[src/rtl/hazard_ctrl.sv]
// Pipeline hazard controller: reset flush sequence, load-use bubbles,
// taken-branch squash and a fixed-length divide stall, plus a stall counter.
module hazard_ctrl #(
  parameter int unsigned DIV_CYCLES = 32,
  parameter bit          DEBUG      = 1'b0
) (
  input  logic        clk,
  input  logic        async_rst,
  input  logic [4:0]  id_rs1,
  input  logic [4:0]  id_rs2,
  input  logic        id_rs1_used,
  input  logic        id_rs2_used,
  input  logic [4:0]  ex_rd,
  input  logic        ex_mem_read,
  input  logic        ex_branch_taken,
  input  logic        ex_div_start,
  output logic        pc_en,
  output logic        ifid_en,
  output logic        idex_en,
  output logic        exmem_en,
  output logic        memwb_en,
  output logic        ifid_flush,
  output logic        idex_flush,
  output logic        exmem_flush,
  output logic        memwb_flush,
  output logic        div_busy,
  output logic [31:0] stall_cycles
);

  typedef enum logic [1:0] {INIT, RUN, DIV_WAIT} state_e;

  // First divide stall cycle happens in RUN, so the counter covers the rest.
  localparam logic [7:0] DIV_LOAD = 8'(DIV_CYCLES - 1);

  state_e      state_q;
  logic [1:0]  init_cnt_q;
  logic [7:0]  div_cnt_q;
  logic [31:0] stall_q;

  logic unused_debug;
  assign unused_debug = DEBUG;

  logic load_use;
  assign load_use = ex_mem_read && (ex_rd != 5'd0) &&
                    ((id_rs1_used && (id_rs1 == ex_rd)) ||
                     (id_rs2_used && (id_rs2 == ex_rd)));

  always_comb begin
    pc_en       = 1'b0;
    ifid_en     = 1'b0;
    idex_en     = 1'b0;
    exmem_en    = 1'b0;
    memwb_en    = 1'b0;
    ifid_flush  = 1'b1;
    idex_flush  = 1'b1;
    exmem_flush = 1'b1;
    memwb_flush = 1'b1;
    div_busy    = 1'b0;
    if (state_q != INIT) begin
      pc_en       = 1'b1;
      ifid_en     = 1'b1;
      idex_en     = 1'b1;
      exmem_en    = 1'b1;
      memwb_en    = 1'b1;
      ifid_flush  = 1'b0;
      idex_flush  = 1'b0;
      exmem_flush = 1'b0;
      memwb_flush = 1'b0;
      if ((state_q == RUN && !ex_branch_taken && ex_div_start) ||
          (state_q == DIV_WAIT && div_cnt_q != 8'd0)) begin
        // Freeze the front of the pipe, bubble into MEM, let WB drain.
        pc_en       = 1'b0;
        ifid_en     = 1'b0;
        idex_en     = 1'b0;
        exmem_en    = 1'b0;
        exmem_flush = 1'b1;
        div_busy    = 1'b1;
      end else if (state_q == RUN && ex_branch_taken) begin
        ifid_flush = 1'b1;
        idex_flush = 1'b1;
      end else if (state_q == RUN && load_use) begin
        pc_en      = 1'b0;
        ifid_en    = 1'b0;
        idex_flush = 1'b1;
      end
    end
  end

  always_ff @(posedge clk or negedge async_rst) begin
    if (!async_rst) begin
      state_q    <= INIT;
      init_cnt_q <= 2'd0;
      div_cnt_q  <= 8'd0;
      stall_q    <= 32'd0;
    end else begin
      if (state_q != INIT && !pc_en)
        stall_q <= stall_q + 32'd1;
      case (state_q)
        INIT: begin
          init_cnt_q <= init_cnt_q + 2'd1;
          if (init_cnt_q == 2'd1) state_q <= RUN;
        end
        RUN: begin
          if (!ex_branch_taken && ex_div_start) begin
            div_cnt_q <= DIV_LOAD;
            state_q   <= DIV_WAIT;
          end
        end
        DIV_WAIT: begin
          if (div_cnt_q != 8'd0) div_cnt_q <= div_cnt_q - 8'd1;
          else                   state_q   <= RUN;
        end
        default: state_q <= INIT;
      endcase
    end
  end

  assign stall_cycles = stall_q;

endmodule

[config.mk]
export PLATFORM = sky130hd
export DESIGN_NAME = hazard_ctrl
export DESIGN_NICKNAME = d
export VERILOG_FILES = /design/src/rtl/hazard_ctrl.sv
export SDC_FILE = /design/constraint.sdc
export NUM_CORES = 1
export LEC_CHECK = 0
export BUFFER_PORTS_ARGS = -buffer_cell sky130_fd_sc_hd__buf_4
export CAP_MARGIN = 15
export CORE_MARGIN = 8
export CORE_UTILIZATION = 52
export DETAILED_ROUTE_END_ITERATION = 6
export PLACE_DENSITY = 0.88
export SLEW_MARGIN = 15
export SYNTH_ARGS = -nofsm -noshare
export SYNTH_HDL_FRONTEND = slang
export SYNTH_SLANG_ARGS = --single-unit
[constraint.sdc]
create_clock -name clk -period 3.1 [get_ports clk]
set_input_delay 0.155 -clock clk [delete_from_list [all_inputs] [get_ports clk]]
set_output_delay 0.155 -clock clk [all_outputs]
set_load 0.1 [all_outputs]
==> results of run 1 <==
==> power by group <==
part           internal, mW  switching, mW
registers             0.662          0.101
clock network         0.182          0.180
logic                 0.366           1.33
total                  1.21           1.61
==> state kept, by name, indices dropped and copies added (netlist names) <==
name / count
stall_cycles: 32
div_cnt_q: 8
init_cnt_q: 2
state_q: 2
==> worst reg2reg max path: cells and delay by family (launching register included) <==
family	cells	cell delay (ns)
AND/OR/NAND/NOR	2	0.86
flip-flops	1	0.41
multiplexers	1	0.36
buffers and inverters	1	0.32
AO/OA/AOI/OAI	2	0.47
==> cell families (layout without fill, tap and decap cells) <==
group	after synthesis	in the layout	synth area share (%)
simple gates	101	101	23.7
mux	1	1	0.481
buf+inv	18	82	4.17
flops	44	44	47.0
compound gates	16	16	5.24
fa+ha+maj	4	4	2.14
xor+xnor	46	46	17.2
==> metal layers <==
layer | wire length (µm) | track usage, % | vias to the layer above | part of all wire, %
met3 | 234 | 2.15 | 6 | 4.4
met2 | 2810 | 26.9 | 52 | 52
li1 | - | - | 916 | -
met5 | 0 | 0 | - | 0
met1 | 2260 | 18.8 | 911 | 42
met4 | 77 | 6.71 | 0 | 1.4
==> cells in the mapped netlist <==
master     n  area share, %
nor4b_1    4            1.5
nor4_1     7            1.9
a21oi_1    6            1.3
or2_2      3           0.80
and2_1     2           0.53
inv_1      9            1.4
o211ai_1   1           0.32
or2_4      1           0.37
o21a_1     2           0.64
o21ai_0    2           0.43
and3_1     3           0.80
or4_4      1           0.48
or4_1      3           0.96
buf_4      3           0.96
nor3b_1    4            1.3
buf_2      3           0.64
nand3_1   11            2.4
or3_1      2           0.53
xnor2_1   15            5.6
o32ai_1    1           0.37
o22ai_1    1           0.27
mux2_1     1           0.48
a21oi_4    1           0.70
o311a_4    1           0.91
xor2_1    31             12
ha_1       4            2.1
buf_6      2           0.96
o21bai_1   1           0.32
clkbuf_1   1           0.16
nand2_1   16            2.6
nand4_1    7            1.9
nor2b_1    2           0.53
dfrtp_1   44             47
nand2b_1   3           0.80
nor3_1    13            2.8
nor2_1    16            2.6
and4_1     3            1.1
==> stage by stage <==
step	cell area, µm²	std cells	setup WS [ns]	setup TNS [ns]	hold WS (ns)
after global routing	2950	346	0.244	0	0.276
after floorplan	2400	230	-1.03	-1.99	-0.141
after CTS	2950	346	0.312	0	0.229
after global placement	2850	337	0.629	0	0.176
after detailed placement	2850	337	0.588	0	0.181
final	2950	346	0.317	0	0.231
==> cell type report <==
| class | instances | share of cell area, % |
|---|---|---|
| clock buffer | 8 | 3.05 |
| inverter | 9 | 1.40 |
| multi-input combinational | 168 | 39.4 |
| sequential | 44 | 37.3 |
| tap | 52 | 2.21 |
| timing repair buffer | 65 | 16.6 |
==> path summary, 6_finish.rpt <==
path	start	to	slack, ns	depth (start not counted)
worst max-delay path	div_cnt_q[4]	pc_en	0.32	7
worst min-delay path	ex_branch_taken	div_cnt_q[2]	0.23	4
worst max register to register	div_cnt_q[4]	stall_cycles[1]	0.57	6
worst min register to register	stall_cycles[31]	stall_cycles[31]	0.47	1
max in group asynchronous	async_rst	stall_cycles[23]	2.32	2
min in group asynchronous	async_rst	div_cnt_q[5]	0.41	2
==> what timing repair did <==
item                                   in CTS  in global routing
endpoints found under the hold margin      44                  0
hold buffers                                1                  0
setup buffers                               0                  0
==> summary.txt, run 1 <==
Seq. cell area - 1100 µm²
HPWL Detailed - 4.11 mm
max-slew violations - 0
area occupied by multi-input gates - 1160 µm²
period utilization - 89.8%
clk buf depth - 2
Critical Path Source Type - register
post_cts resized - 0
Yosys reg bits - 44
mean post-synth cell area - 10.2 µm²
DR pass1 iterations - 4
initial antenna violation count - 0
Die ar. - 6900 µm²
Slowest-stage cell, CP - or4_4
Max Fclk - 359 MHz
final net count - 319
mapped cell area - 2340 µm²
Slew headroom - 61.2%
most frequent cells in the layout - buf_4 (64), dfrtp_1 (44), xor2_1 (31)
GRT Util Overall - 15.6%
RSZ-0062 raised after global routing - false
Clock Skew - 0.00488 ns
routed wire length per instance - 15.5 µm
Worst Path Buf+Inv - 2
total wire length - 5.38 mm
Worst path top cell family by delay - simple AND/OR/NAND/NOR gates
Post-Syn Instances - 230
core area - 4350 µm²
antenna diode count - 0
Routability Congestion - 0.809
Vias/cell - 5.45
outcome - completed
syn_nets - 256
vias after detailed routing - 1,885
Slew @ Worst Pin - 0.582 ns
yosys warns - 0
library cells used by synthesis - 37
register area share after synthesis - 47.0%
CTS Buf Count - 5
CP Cell Sequence - or4_4, o311a_4, or2_4, nor2_4, clkinvlp_4, a21oi_4, buf_4
# H-tree levels - 2
Setup CP Type - reg -> out
Peak VDD IR - 0.000896 V
Die W - 83.1 µm
CTS root buf - clkbuf_8
worst min path class - in -> reg
io pins - 64
Iteration-0 DRC Markers - 151
num rows - 24
largest net degree at the start of global routing - 45
PnR Total Power - 2.82 mW
Clock transition at path regs - 0.07 ns
Die Y - 83.1 µm
final core utilization - 67.7%
vias in the first global route - 1,955
Worst Path Max Fanout - 12
number of remaining DRC errors - 0
crit end category - output pin
minimum clock period - 2.78 ns
Hold Vio Cnt, Final - 0
commonest non-fill, non-tap cell in the layout - buf_4
max-capacitance violation count - 0
crit-path max cell delay - 0.55 ns
clock latency on the worst-skew pair - 0.29 ns
Sink Count - 44
Leak - 1.47 nW
Area growth, synth to finish - 26.0%
fillcell total - 339
CTS tree - done
Routed Antenna Nets - 0
share of layout cells above drive strength 1 - 27.6%
Starting Density - 53.8%
WP data required - 2.94 ns
# setup viols final - 0
global-route wire length before repair - 9.22 mm
PortBufs - 63
grt total ovfl - 0
Worst Path Arrival - 2.63 ns
Pwr Density - 956 nW/µm²
No activity file was read; power rests on OpenSTA's default activity.
==> run 2, diff against run 1 <==
--- a/config.mk
+++ b/config.mk
@@ -5,12 +5,13 @@
 export SDC_FILE = /design/constraint.sdc
 export NUM_CORES = 1
 export LEC_CHECK = 0
+export ABC_AREA = 1
 export BUFFER_PORTS_ARGS = -buffer_cell sky130_fd_sc_hd__buf_4
 export CAP_MARGIN = 15
 export CORE_MARGIN = 8
 export CORE_UTILIZATION = 52
 export DETAILED_ROUTE_END_ITERATION = 6
-export PLACE_DENSITY = 0.88
+export PLACE_DENSITY = 0.76
 export SLEW_MARGIN = 15
 export SYNTH_ARGS = -nofsm -noshare
 export SYNTH_HDL_FRONTEND = slang
==> run 2 against run 1 <==
Register-to-register slack improved by 0.52 ns. Total power increased by 5.7%. Flip-flop and latch count unchanged. Highest routed layer unchanged. Sequential share of layout area decreased by 8.7 points. First-iteration DRC count decreased by 7.3%.
==> summary.txt, run 2 <==
commonest non-fill, non-tap cell in the layout - nand2_1
hold path cells - 3
core area - 5920 µm²
WP data required - 2.94 ns
most frequent cell after synthesis - nand2_1
ys flop type - dfrtp_1
Die Y - 94.1 µm
Worst Path Buf+Inv - 2
clk buf depth - 2
vias after detailed routing - 3,174
final net count - 567
Peak VDD IR - 0.000891 V
antenna diode count - 0
Setup CP Type - reg -> out
syn_nets - 507
Leak - 2.00 nW
combinational power share - 54.4%
largest net degree at the start of global routing - 45
period utilization - 75.7%
R2R Path Start - div_cnt_q[0]
top post-synthesis cells by area - dfrtp_1 (35%), nand2_1 (23%), nand3_1 (8.4%)
CTS root buf - clkbuf_8
CP Cell Sequence - inv_1, ha_1, nand3_1, nor2_2, nor2_2, nor2_4, a31o_2, buf_4
area fraction of the dominant cell type after synthesis - 34.7%
# H-tree levels - 2
number of flip-flops in the largest register - 32
crit end category - output pin
Critical Path Source Type - register
grt total ovfl - 0
GRT Util Overall - 19.9%
fillcell total - 558
Iteration-0 DRC Markers - 140
Slowest-stage cell, CP - nor2_4
outcome - completed
Die W - 94.1 µm
switching power - 1.60 mW
RSZ-0062 raised after global routing - false
Worst Path Arrival - 2.19 ns
HPWL Detailed - 6.56 mm
Seq. cell area - 1100 µm²
register area share after synthesis - 34.7%
global-route wire length before repair - 14.3 mm
routed wire length per instance - 13.9 µm
CTS tree - done
share of layout cells above drive strength 1 - 19.6%
post-route cell area - 3840 µm²
Post-Syn Instances - 481
Vias/cell - 5.14
Commonest cells post-synth - nand2_1 (191), nand3_1 (53), inv_1 (47), dfrtp_1 (44), nor2_1 (43)
Fin Setup TNS - 0 ns
Int Power - 1.38 mW
io pins - 64
max-slew violations - 0
Worst path top cell family by delay - simple AND/OR/NAND/NOR gates
total wire length - 8.61 mm
Area growth, synth to finish - 21.0%
clock share of power - 20.6%
Slew @ Worst Pin - 0.580 ns
DR pass1 iterations - 4
Clock transition at path regs - 0.09 ns
post_cts resized - 0
num rows - 28
worst min path class - in -> reg
Starting Density - 53.6%
sequential share of power - 25.0%
Worst Path Max Fanout - 20
library cells used by synthesis - 27
crit-path max cell delay - 0.39 ns
Clock Skew - 0.00522 ns
Max Fclk - 426 MHz
mapped cell area - 3180 µm²
Slew headroom - 61.3%
vias in the first global route - 3,039
placed cell areas - 3670 µm²
Sink Count - 44
mean post-synth cell area - 6.60 µm²
most frequent cells in the layout - nand2_1 (191), buf_4 (64), nand3_1 (53)
Die ar. - 8860 µm²
Synth area leader - dfrtp_1
cells on worst reg2reg path - 9
yosys warns - 0
Routability Congestion - 0.957
Reg2Reg Capture Point - stall_cycles[18]
number of remaining DRC errors - 0
CTS Buf Count - 5
Yosys reg bits - 44
clock latency on the worst-skew pair - 0.30 ns
minimum clock period - 2.35 ns
PortBufs - 63
async set or reset register ratio after synthesis - 100%
Pwr Density - 776 nW/µm²
Hold Vio Cnt, Final - 0
area occupied by multi-input gates - 1780 µm²
# setup viols final - 0
hold path startpoint - ex_branch_taken
Routed Antenna Nets - 0
Worst path most repeated cell - nor2_2
number of flops mapped to enable cells by yosys - 0
initial antenna violation count - 0
Hold EP - state_q[0]
max-capacitance violation count - 0
R2R setup slack - 1.09 ns
sw frac - 53.7%
[run 2: power by group through the flow]
stage	sequential, mW	clock [mW]	combinational (mW)
3_5_place_dp	0.755	0	1.62
5_1_grt	0.756	0.641	1.72
3_3_place_gp	0.750	0	1.60
4_1_cts	0.743	0.623	1.63
2_1_floorplan	0.927	0	1.19
6_report	0.745	0.614	1.62
[run 2: cell families (layout without fill, tap and decap cells)]
| group | after synthesis | after routing | synth area share (%) |
|---|---|---|---|
| XOR/XNOR | 20 | 20 | 5.52 |
| AND/OR/NAND/NOR | 330 | 330 | 46.0 |
| adder cells (fa/ha/maj) | 4 | 4 | 1.58 |
| flip-flops | 44 | 44 | 34.7 |
| AO/OA/AOI/OAI | 13 | 13 | 2.32 |
| buffers and inverters | 70 | 131 | 9.89 |
[run 2: how the worst max path moves through the flow]
stage / startpoint / to / slack (ns) / cells past startpoint
CTS: div_cnt_q[0] / idex_flush / 0.74 / 8
detailed placement: div_cnt_q[0] / idex_flush / 1.09 / 8
floorplan: state_q[0] / pc_en / 0.17 / 5
finish: div_cnt_q[0] / idex_flush / 0.75 / 8
global placement: div_cnt_q[0] / idex_flush / 1.14 / 8
global route: div_cnt_q[0] / idex_flush / 0.62 / 8
[run 2: stage by stage]
step | setup WS, ns | power, mW | instances | hold WS (ns) | util (%)
2_1_floorplan | 0.171 | 2.12 | 481 | -0.141 | -
3_3_place_gp | 1.14 | 2.35 | 608 | 0.186 | 62.0
3_5_place_dp | 1.09 | 2.38 | 608 | 0.189 | 62.0
4_1_cts | 0.744 | 3.00 | 617 | 0.146 | 64.9
5_1_grt | 0.617 | 3.11 | 617 | 0.171 | 64.9
6_report | 0.755 | 2.98 | 617 | 0.154 | 64.9
[run 2: worst reg2reg max path, stage by stage (launching register included)]
cell and delay (ns):
dfrtp_1 0.37, inv_1 0.18, ha_1 0.18, nand3_1 0.08, nor2_2 0.10, nor2_2 0.07
nor2_4 0.39, nand2_4 0.32, nand2_1 0.15, nand2_1 0.06
[run 2: cell type report]
cell class,instances,area share (%)
clock buffer,5,1.79
clock inverter,3,2.35
inverter,58,5.77
tap,75,2.44
timing repair buffer,65,12.8
sequential,44,28.7
multi-input combinational,367,46.2
[run 2: repair_timing]
action / CTS / global route
setup buffers: 0 / 0
setup endpoints to repair: 0 / 0
hold endpoints to repair: 44 / 0
hold buffers: 1 / 0
[run 2: routing by layer]
metal,up-vias,track usage [%],part of all wire [%]
met5,-,0,0
met4,0,4.62,0.66
met3,6,3.68,5.8
met2,87,33.8,49
met1,1468,25.3,45
li1,1613,-,-
